[src/rtl/ysyx_220053_rf_pkg.sv]
// ysyx_220053_rf_pkg: shared constants, register-address type and packed-port slice helper
package ysyx_220053_rf_pkg;
  localparam int RF_AW = 5;
  localparam int REG_ZERO = 0;
  localparam int DEPTH = 2 ** RF_AW;
  typedef logic [RF_AW-1:0] reg_addr_t;
  function automatic int slice_off(input int idx, input int w);
    return idx * w;
  endfunction
endpackage

[src/rtl/regfile_scoreboard_if.sv]
// regfile_scoreboard_if: read/issue/write-back bus of the register file
// master: decode/write-back side (drives addresses, issue, write-back)
// slave:  register file (returns read data, ready flags, iss_ready, pending_cnt)
interface regfile_scoreboard_if #(
  parameter int ADDR_WIDTH = 5,
  parameter int DATA_WIDTH = 64,
  parameter int NR_RD = 2
);
  logic [NR_RD*ADDR_WIDTH-1:0] rd_addr;
  logic [NR_RD*DATA_WIDTH-1:0] rd_data;
  logic [NR_RD-1:0] rd_ready;
  logic iss_valid;
  logic [ADDR_WIDTH-1:0] iss_rd;
  logic iss_ready;
  logic wb_en;
  logic [ADDR_WIDTH-1:0] wb_addr;
  logic [DATA_WIDTH-1:0] wb_data;
  logic [ADDR_WIDTH:0] pending_cnt;
  modport master (
    output rd_addr, iss_valid, iss_rd, wb_en, wb_addr, wb_data,
    input rd_data, rd_ready, iss_ready, pending_cnt
  );
  modport slave (
    input rd_addr, iss_valid, iss_rd, wb_en, wb_addr, wb_data,
    output rd_data, rd_ready, iss_ready, pending_cnt
  );
endinterface

[src/rtl/ysyx_220053_rf_read_port.sv]
// ysyx_220053_rf_read_port: one combinational read port (x0 zero, optional write bypass, ready)
// in: addr, rf_data (array word at addr), busy (scoreboard bit at addr), wb_en/wb_addr/wb_data
// out: data, ready
// YSYX_220053_REGFILE_BYPASS_EN forwards a same-cycle write-back to the port.
module ysyx_220053_rf_read_port #(
  parameter int ADDR_WIDTH = 5,
  parameter int DATA_WIDTH = 64
) (
  input  logic [ADDR_WIDTH-1:0] addr,
  input  logic [DATA_WIDTH-1:0] rf_data,
  input  logic                  busy,
  input  logic                  wb_en,
  input  logic [ADDR_WIDTH-1:0] wb_addr,
  input  logic [DATA_WIDTH-1:0] wb_data,
  output logic [DATA_WIDTH-1:0] data,
  output logic                  ready
);
  logic zero;
  assign zero = addr == '0;
`ifdef YSYX_220053_REGFILE_BYPASS_EN
  logic byp;
  assign byp = wb_en && wb_addr == addr && !zero;
  assign data = zero ? '0 : byp ? wb_data : rf_data;
  assign ready = zero || byp || !busy;
`else
  logic unused_wb;
  assign unused_wb = ^{wb_en, wb_addr, wb_data};
  assign data = zero ? '0 : rf_data;
  assign ready = zero || !busy;
`endif
endmodule

[src/rtl/regfile_scoreboard.sv]
// regfile_scoreboard: integer register file with per-register pending-write scoreboard
// ports: clk, rst (sync, active-high), bus (regfile_scoreboard_if.slave: NR_RD read ports,
// issue handshake, write-back port, pending_cnt). Optional YSYX_220053_REGFILE_BYPASS_EN.
module regfile_scoreboard
  import ysyx_220053_rf_pkg::*;
#(
  parameter int ADDR_WIDTH = RF_AW,
  parameter int DATA_WIDTH = 64,
  parameter int NR_RD = 2
) (
  input logic clk,
  input logic rst,
  regfile_scoreboard_if.slave bus
);
  localparam int NREG = 2 ** ADDR_WIDTH;
  logic [DATA_WIDTH-1:0] rf [NREG];
  logic [NREG-1:0] busy, set_mask, clr_mask;
  logic [ADDR_WIDTH:0] cnt;
  logic wb_live, iss_fire, clr_fire;
  assign wb_live = bus.wb_en && bus.wb_addr != ADDR_WIDTH'(REG_ZERO);
  assign bus.iss_ready = bus.iss_rd == ADDR_WIDTH'(REG_ZERO) || !busy[bus.iss_rd] ||
                         (bus.wb_en && bus.wb_addr == bus.iss_rd);
  assign iss_fire = bus.iss_valid && bus.iss_ready && bus.iss_rd != ADDR_WIDTH'(REG_ZERO);
  assign clr_fire = wb_live && busy[bus.wb_addr];
  assign set_mask = iss_fire ? NREG'(1) << bus.iss_rd : '0;
  assign clr_mask = clr_fire ? NREG'(1) << bus.wb_addr : '0;
  assign bus.pending_cnt = cnt;
  always_ff @(posedge clk) begin
    if (rst) begin
      busy <= '0;
      cnt <= '0;
      for (int j = 0; j < NREG; j++) rf[j] <= '0;
    end else begin
      busy <= ((busy & ~clr_mask) | set_mask) & ~NREG'(1);
      cnt <= cnt + (ADDR_WIDTH+1)'(iss_fire) - (ADDR_WIDTH+1)'(clr_fire);
      if (wb_live) rf[bus.wb_addr] <= bus.wb_data;
    end
  end
  genvar i;
  generate
    for (i = 0; i < NR_RD; i++) begin : g_rd
      logic [ADDR_WIDTH-1:0] a;
      assign a = bus.rd_addr[slice_off(i, ADDR_WIDTH) +: ADDR_WIDTH];
      ysyx_220053_rf_read_port #(.ADDR_WIDTH(ADDR_WIDTH), .DATA_WIDTH(DATA_WIDTH)) u_port (
        .addr(a),
        .rf_data(rf[a]),
        .busy(busy[a]),
        .wb_en(bus.wb_en),
        .wb_addr(bus.wb_addr),
        .wb_data(bus.wb_data),
        .data(bus.rd_data[slice_off(i, DATA_WIDTH) +: DATA_WIDTH]),
        .ready(bus.rd_ready[i])
      );
    end
  endgenerate
endmodule

[src/flat_wrapper.sv]
// flat-port wrapper written by rule: the top's interface ports become plain ports
module regfile_scoreboard_flat import ysyx_220053_rf_pkg::*;
#(
  parameter int ADDR_WIDTH = RF_AW,
  parameter int DATA_WIDTH = 64,
  parameter int NR_RD = 2
)
  (clk, rst, bus_rd_addr, bus_iss_valid, bus_iss_rd, bus_wb_en, bus_wb_addr, bus_wb_data, bus_rd_data, bus_rd_ready, bus_iss_ready, bus_pending_cnt);
  regfile_scoreboard_if #(.ADDR_WIDTH(ADDR_WIDTH), .DATA_WIDTH(DATA_WIDTH), .NR_RD(NR_RD)) bus_i ();
  input logic clk;
  input logic rst;
  input wire logic [$bits(bus_i.rd_addr)-1:0] bus_rd_addr;
  input wire logic [$bits(bus_i.iss_valid)-1:0] bus_iss_valid;
  input wire logic [$bits(bus_i.iss_rd)-1:0] bus_iss_rd;
  input wire logic [$bits(bus_i.wb_en)-1:0] bus_wb_en;
  input wire logic [$bits(bus_i.wb_addr)-1:0] bus_wb_addr;
  input wire logic [$bits(bus_i.wb_data)-1:0] bus_wb_data;
  output wire logic [$bits(bus_i.rd_data)-1:0] bus_rd_data;
  output wire logic [$bits(bus_i.rd_ready)-1:0] bus_rd_ready;
  output wire logic [$bits(bus_i.iss_ready)-1:0] bus_iss_ready;
  output wire logic [$bits(bus_i.pending_cnt)-1:0] bus_pending_cnt;
  assign bus_i.rd_addr = bus_rd_addr;
  assign bus_i.iss_valid = bus_iss_valid;
  assign bus_i.iss_rd = bus_iss_rd;
  assign bus_i.wb_en = bus_wb_en;
  assign bus_i.wb_addr = bus_wb_addr;
  assign bus_i.wb_data = bus_wb_data;
  assign bus_rd_data = bus_i.rd_data;
  assign bus_rd_ready = bus_i.rd_ready;
  assign bus_iss_ready = bus_i.iss_ready;
  assign bus_pending_cnt = bus_i.pending_cnt;
  regfile_scoreboard #(.ADDR_WIDTH(ADDR_WIDTH), .DATA_WIDTH(DATA_WIDTH), .NR_RD(NR_RD)) u_core (.clk(clk), .rst(rst), .bus(bus_i));
endmodule
[config.mk]
export PLATFORM = sky130hd
export DESIGN_NAME = regfile_scoreboard_flat
export DESIGN_NICKNAME = d
export VERILOG_FILES = /design/src/rtl/ysyx_220053_rf_pkg.sv /design/src/rtl/regfile_scoreboard_if.sv /design/src/rtl/ysyx_220053_rf_read_port.sv /design/src/rtl/regfile_scoreboard.sv /design/src/flat_wrapper.sv
export SDC_FILE = /design/constraint.sdc
export NUM_CORES = 2
export LEC_CHECK = 0
export CORE_ASPECT_RATIO = 1.75
export CORE_UTILIZATION = 39
export CTS_CLUSTER_SIZE = 24
export DETAILED_ROUTE_END_ITERATION = 16
export PLACE_DENSITY_LB_ADDON = 0.15
export SKIP_LAST_GASP = 1
export SLEW_MARGIN = 40
export SYNTH_ARGS = -nofsm -noshare
export SYNTH_HDL_FRONTEND = slang
export SYNTH_SLANG_ARGS = --single-unit
[constraint.sdc]
create_clock -name clk -period 16.8 [get_ports clk]
set_input_delay 3.36 -clock clk [delete_from_list [all_inputs] [get_ports clk]]
set_output_delay 3.36 -clock clk [all_outputs]
set_load 0.01 [all_outputs]
==> flow_metrics.env <==
export IMPL_fin_util_pct=44.3
export IMPL_core_area_um2=282000
export IMPL_dpl_worst_slack_ps=5110
export IMPL_yosysMostFrequentCell="edfxtp_1"
export IMPL_synth_common_cells="edfxtp_1, and2_1, mux4_2"
export IMPL_reg2reg_to="u_core.bus.pending_cnt[4]$_SDFF_PP0_"
export IMPL_layout_nets=6904
export IMPL_worstHoldStart="u_core.busy[16]$_SDFF_PP0_"
export IMPL_insertion_delay_ps=900
export IMPL_worstHoldPathType="reg2reg"
export IMPL_die_w_um=405
export IMPL_cts_resized=0
export IMPL_finClkSkew_ps=23.7
export IMPL_num_io_pins=225
export IMPL_relSlewSlack_pct=37.9
export IMPL_maxSlewViolCount=0
export IMPL_portBuffers=224
export IMPL_synth_flop_cell="edfxtp_1"
export IMPL_reg2reg_depth=14
export IMPL_ant_nets=0
export IMPL_hold_path_depth=2
export IMPL_post_route_period_util_pct=69.6
export IMPL_worstMarginPinSlew_ps=929
export IMPL_die_h_um=708
export IMPL_path_buf_inv=6
export IMPL_rsz0062_at_grt="false"
export IMPL_clock_fmax_mhz=85.5
export IMPL_cts_tree="yes"
export IMPL_arrival_ps=8340
export IMPL_synth_avg_cell_area_um2=16.2
export IMPL_holdWs_ps=554
export IMPL_netlist_area_um2=111000
export IMPL_start_kind="input port"
export IMPL_ys_seq_area_share_pct=56.1
export IMPL_ir_drop_v=0.0000811
export IMPL_cts_made_buffers=209
export IMPL_critPathMaxFanout=80
export IMPL_synth_cells=6848
export IMPL_clk_pin_slew_ps=60
export IMPL_antenna_found_initial=100
export IMPL_cpPeakStageDelay_ps=630
export IMPL_powerDensity_nw_per_um2=103
export IMPL_die_area_um2=287000
export IMPL_grt_pass1_vias=71200
export IMPL_synth_top_area_share_pct=55.4
export IMPL_slowest_stage="a21oi_1"
export IMPL_vias=68900
export IMPL_drive_gt1_share_pct=28.0
export IMPL_cp_required_ps=13440
export IMPL_tns_ps=0
export IMPL_synth_edf_count=2048
export IMPL_drtPass1Iterations=7
export IMPL_synthArstFlopShare_pct=0
export IMPL_drv_cap=0
export IMPL_fin_ws_ps=5100
export IMPL_drc=0
export IMPL_gp_congestion=0.848
export IMPL_post_cts_buffers=0
export IMPL_startpoint="bus_rd_addr[0]"
export IMPL_fill_cells=24700
export IMPL_drtIter0Drc=8897
export IMPL_rows=258
export IMPL_routed_wl_mm=445
export IMPL_clk_path_buf_depth=4
export IMPL_initial_core_util_pct=39.3
export IMPL_grt_use_total_pct=31.1
export IMPL_dp_hpwl_mm=247
export IMPL_synth_seq_cells=2085
export IMPL_worst_setup_path_end_kind="output pin"
export IMPL_htree_levels=4
export IMPL_hold_path_end="u_core.busy[16]$_SDFF_PP0_"
export IMPL_hold_viol=0
export IMPL_wl_per_cell_um=41.2
export IMPL_synth_largest_area_cell="edfxtp_1"
export IMPL_setup_viol=0
export IMPL_crit_family="buffers and inverters"
export IMPL_drt_vias_per_instance=6.38
export IMPL_min_period_ps=11700
export IMPL_worstReg2RegStart="u_core.busy[23]$_SDFF_PP0_"
export IMPL_r2r_setup_slack_ps=13260
export IMPL_cts_root_buf="clkbuf_16"
export IMPL_ys_types=48
export IMPL_cts_sinks=2085
export IMPL_synthToLayoutAreaGrowth_pct=12.7
export IMPL_synthTopCellsByArea="edfxtp_1, mux4_2, and2_1"
export IMPL_p_leak_nw=41.7
export IMPL_crit_type="in2out"
export IMPL_grt_max_degree=121
export IMPL_crit_chain="buf_8 -> buf_16 -> buf_12 -> buf_12 -> buf_16 -> mux4_2 -> mux4_2 -> a21oi_1 -> nor2_1 -> clkdlybuf4s50_1"
export IMPL_ctsHoldBuffers=0
export IMPL_grt_pass1_wl_mm=604
export IMPL_yosysWarnings=0
export IMPL_grt_overflow=0
export IMPL_outcome="finished clean"
-- flip-flops by register name, indices dropped and copies added (netlist names) --
| register | cells |
|---|---|
| u_core.rf | 2048 |
| u_core.busy | 31 |
| u_core.bus.pending_cnt | 6 |
-- placed cells by master (no fill, tap or decap), drive strengths merged, types with 2 or more instances in the layout --
cell type / synthesis / routed
edfxtp: 2048 / 2048
and2: 1984 / 1984
mux4: 1246 / 1246
buf: 183 / 301
clkbuf: 582 / 232
nor2: 173 / 173
mux2i: 151 / 151
clkdlybuf4s50: 0 / 148
a211oi: 112 / 112
clkinv: 0 / 108
nor2b: 70 / 70
a21oi: 66 / 66
conb: 1 / 64
diode: 0 / 45
dfxtp: 37 / 37
o31ai: 33 / 33
o21ai: 33 / 33
bufinv: 0 / 32
o311ai: 31 / 31
nand2: 21 / 21
inv: 13 / 15
nand3: 11 / 11
clkinvlp: 0 / 9
mux2: 6 / 6
xor2: 6 / 6
ha: 6 / 6
nand2b: 4 / 4
xnor2: 4 / 4
a311oi: 3 / 3
a22oi: 2 / 2
nor4: 2 / 2
nand3b: 2 / 2
and3: 2 / 2
nor3b: 2 / 2
or4: 2 / 2
-- per-stage QoR --
step                      area, um2  total power, mW  instances
after global routing         125000             13.2      10800
after floorplan              111000             7.24       6911
final                        125000             12.9      10800
after detailed placement     118000             8.03      10400
after CTS                    125000             12.9      10700
after global placement       117000             7.99      10300
-- layer usage --
layer	GRT usage, %	up-vias	part of all wire, %
li1	-	26500	-
met1	37.8	37200	35
met2	52.6	4100	50
met3	5.04	1070	8.8
met4	17.0	16	6.0
met5	0	-	0.024
-- power by group --
group          internal [mW]  switching (mW)
clock                   2.77            2.16
sequential              6.00           0.145
combinational          0.762            1.02
total                   9.53            3.32
-- worst min-delay path, cell delays in order, from the launching register on --
cell and delay, ps:
dfxtp_1 340, o311ai_0 90, o31ai_1 70
-- cell families (layout without fill, tap and decap cells) --
logic type	count (synthesis)	after routing	synth area share [%]
adders and majority gates	7	7	0.0857
and+or+nand+nor	2277	2277	12.4
other	1	109	0.00338
buffers and inverters	778	845	2.84
AOI/OAI and AO/OA	287	287	1.76
xor gates and xnor gates	10	10	0.0789
DFF	2085	2085	56.1
muxes	1403	1403	26.7
-- final cells by class --
| type | count | area [um2] | share of cell area, % |
|---|---|---|---|
| tap | 3770 | 4720 | 3.77 |
| clock inverter | 151 | 1580 | 1.27 |
| clock buffer | 229 | 5330 | 4.26 |
| multi-input combinational | 4048 | 46500 | 37.2 |
| inverter | 13 | 50.0 | 0.0400 |
| sequential | 2085 | 62200 | 49.8 |
| timing repair buffer | 452 | 4510 | 3.61 |
| antenna | 45 | 113 | 0.0901 |
-- worst max-delay path by stage --
stage               depth (start not counted)                        endpoint  slack (ps)
floorplan                                   6  u_core.rf[16][0]$_SDFFCE_PN0P_        7330
global placement                            8                 bus_rd_data[39]        5180
detailed placement                         10                 bus_rd_data[39]        5110
CTS                                        10                 bus_rd_data[39]        5100
global route                               10                 bus_rd_data[39]        4860
finish                                     10                 bus_rd_data[39]        5100
No activity file was read; power rests on OpenSTA's default activity.
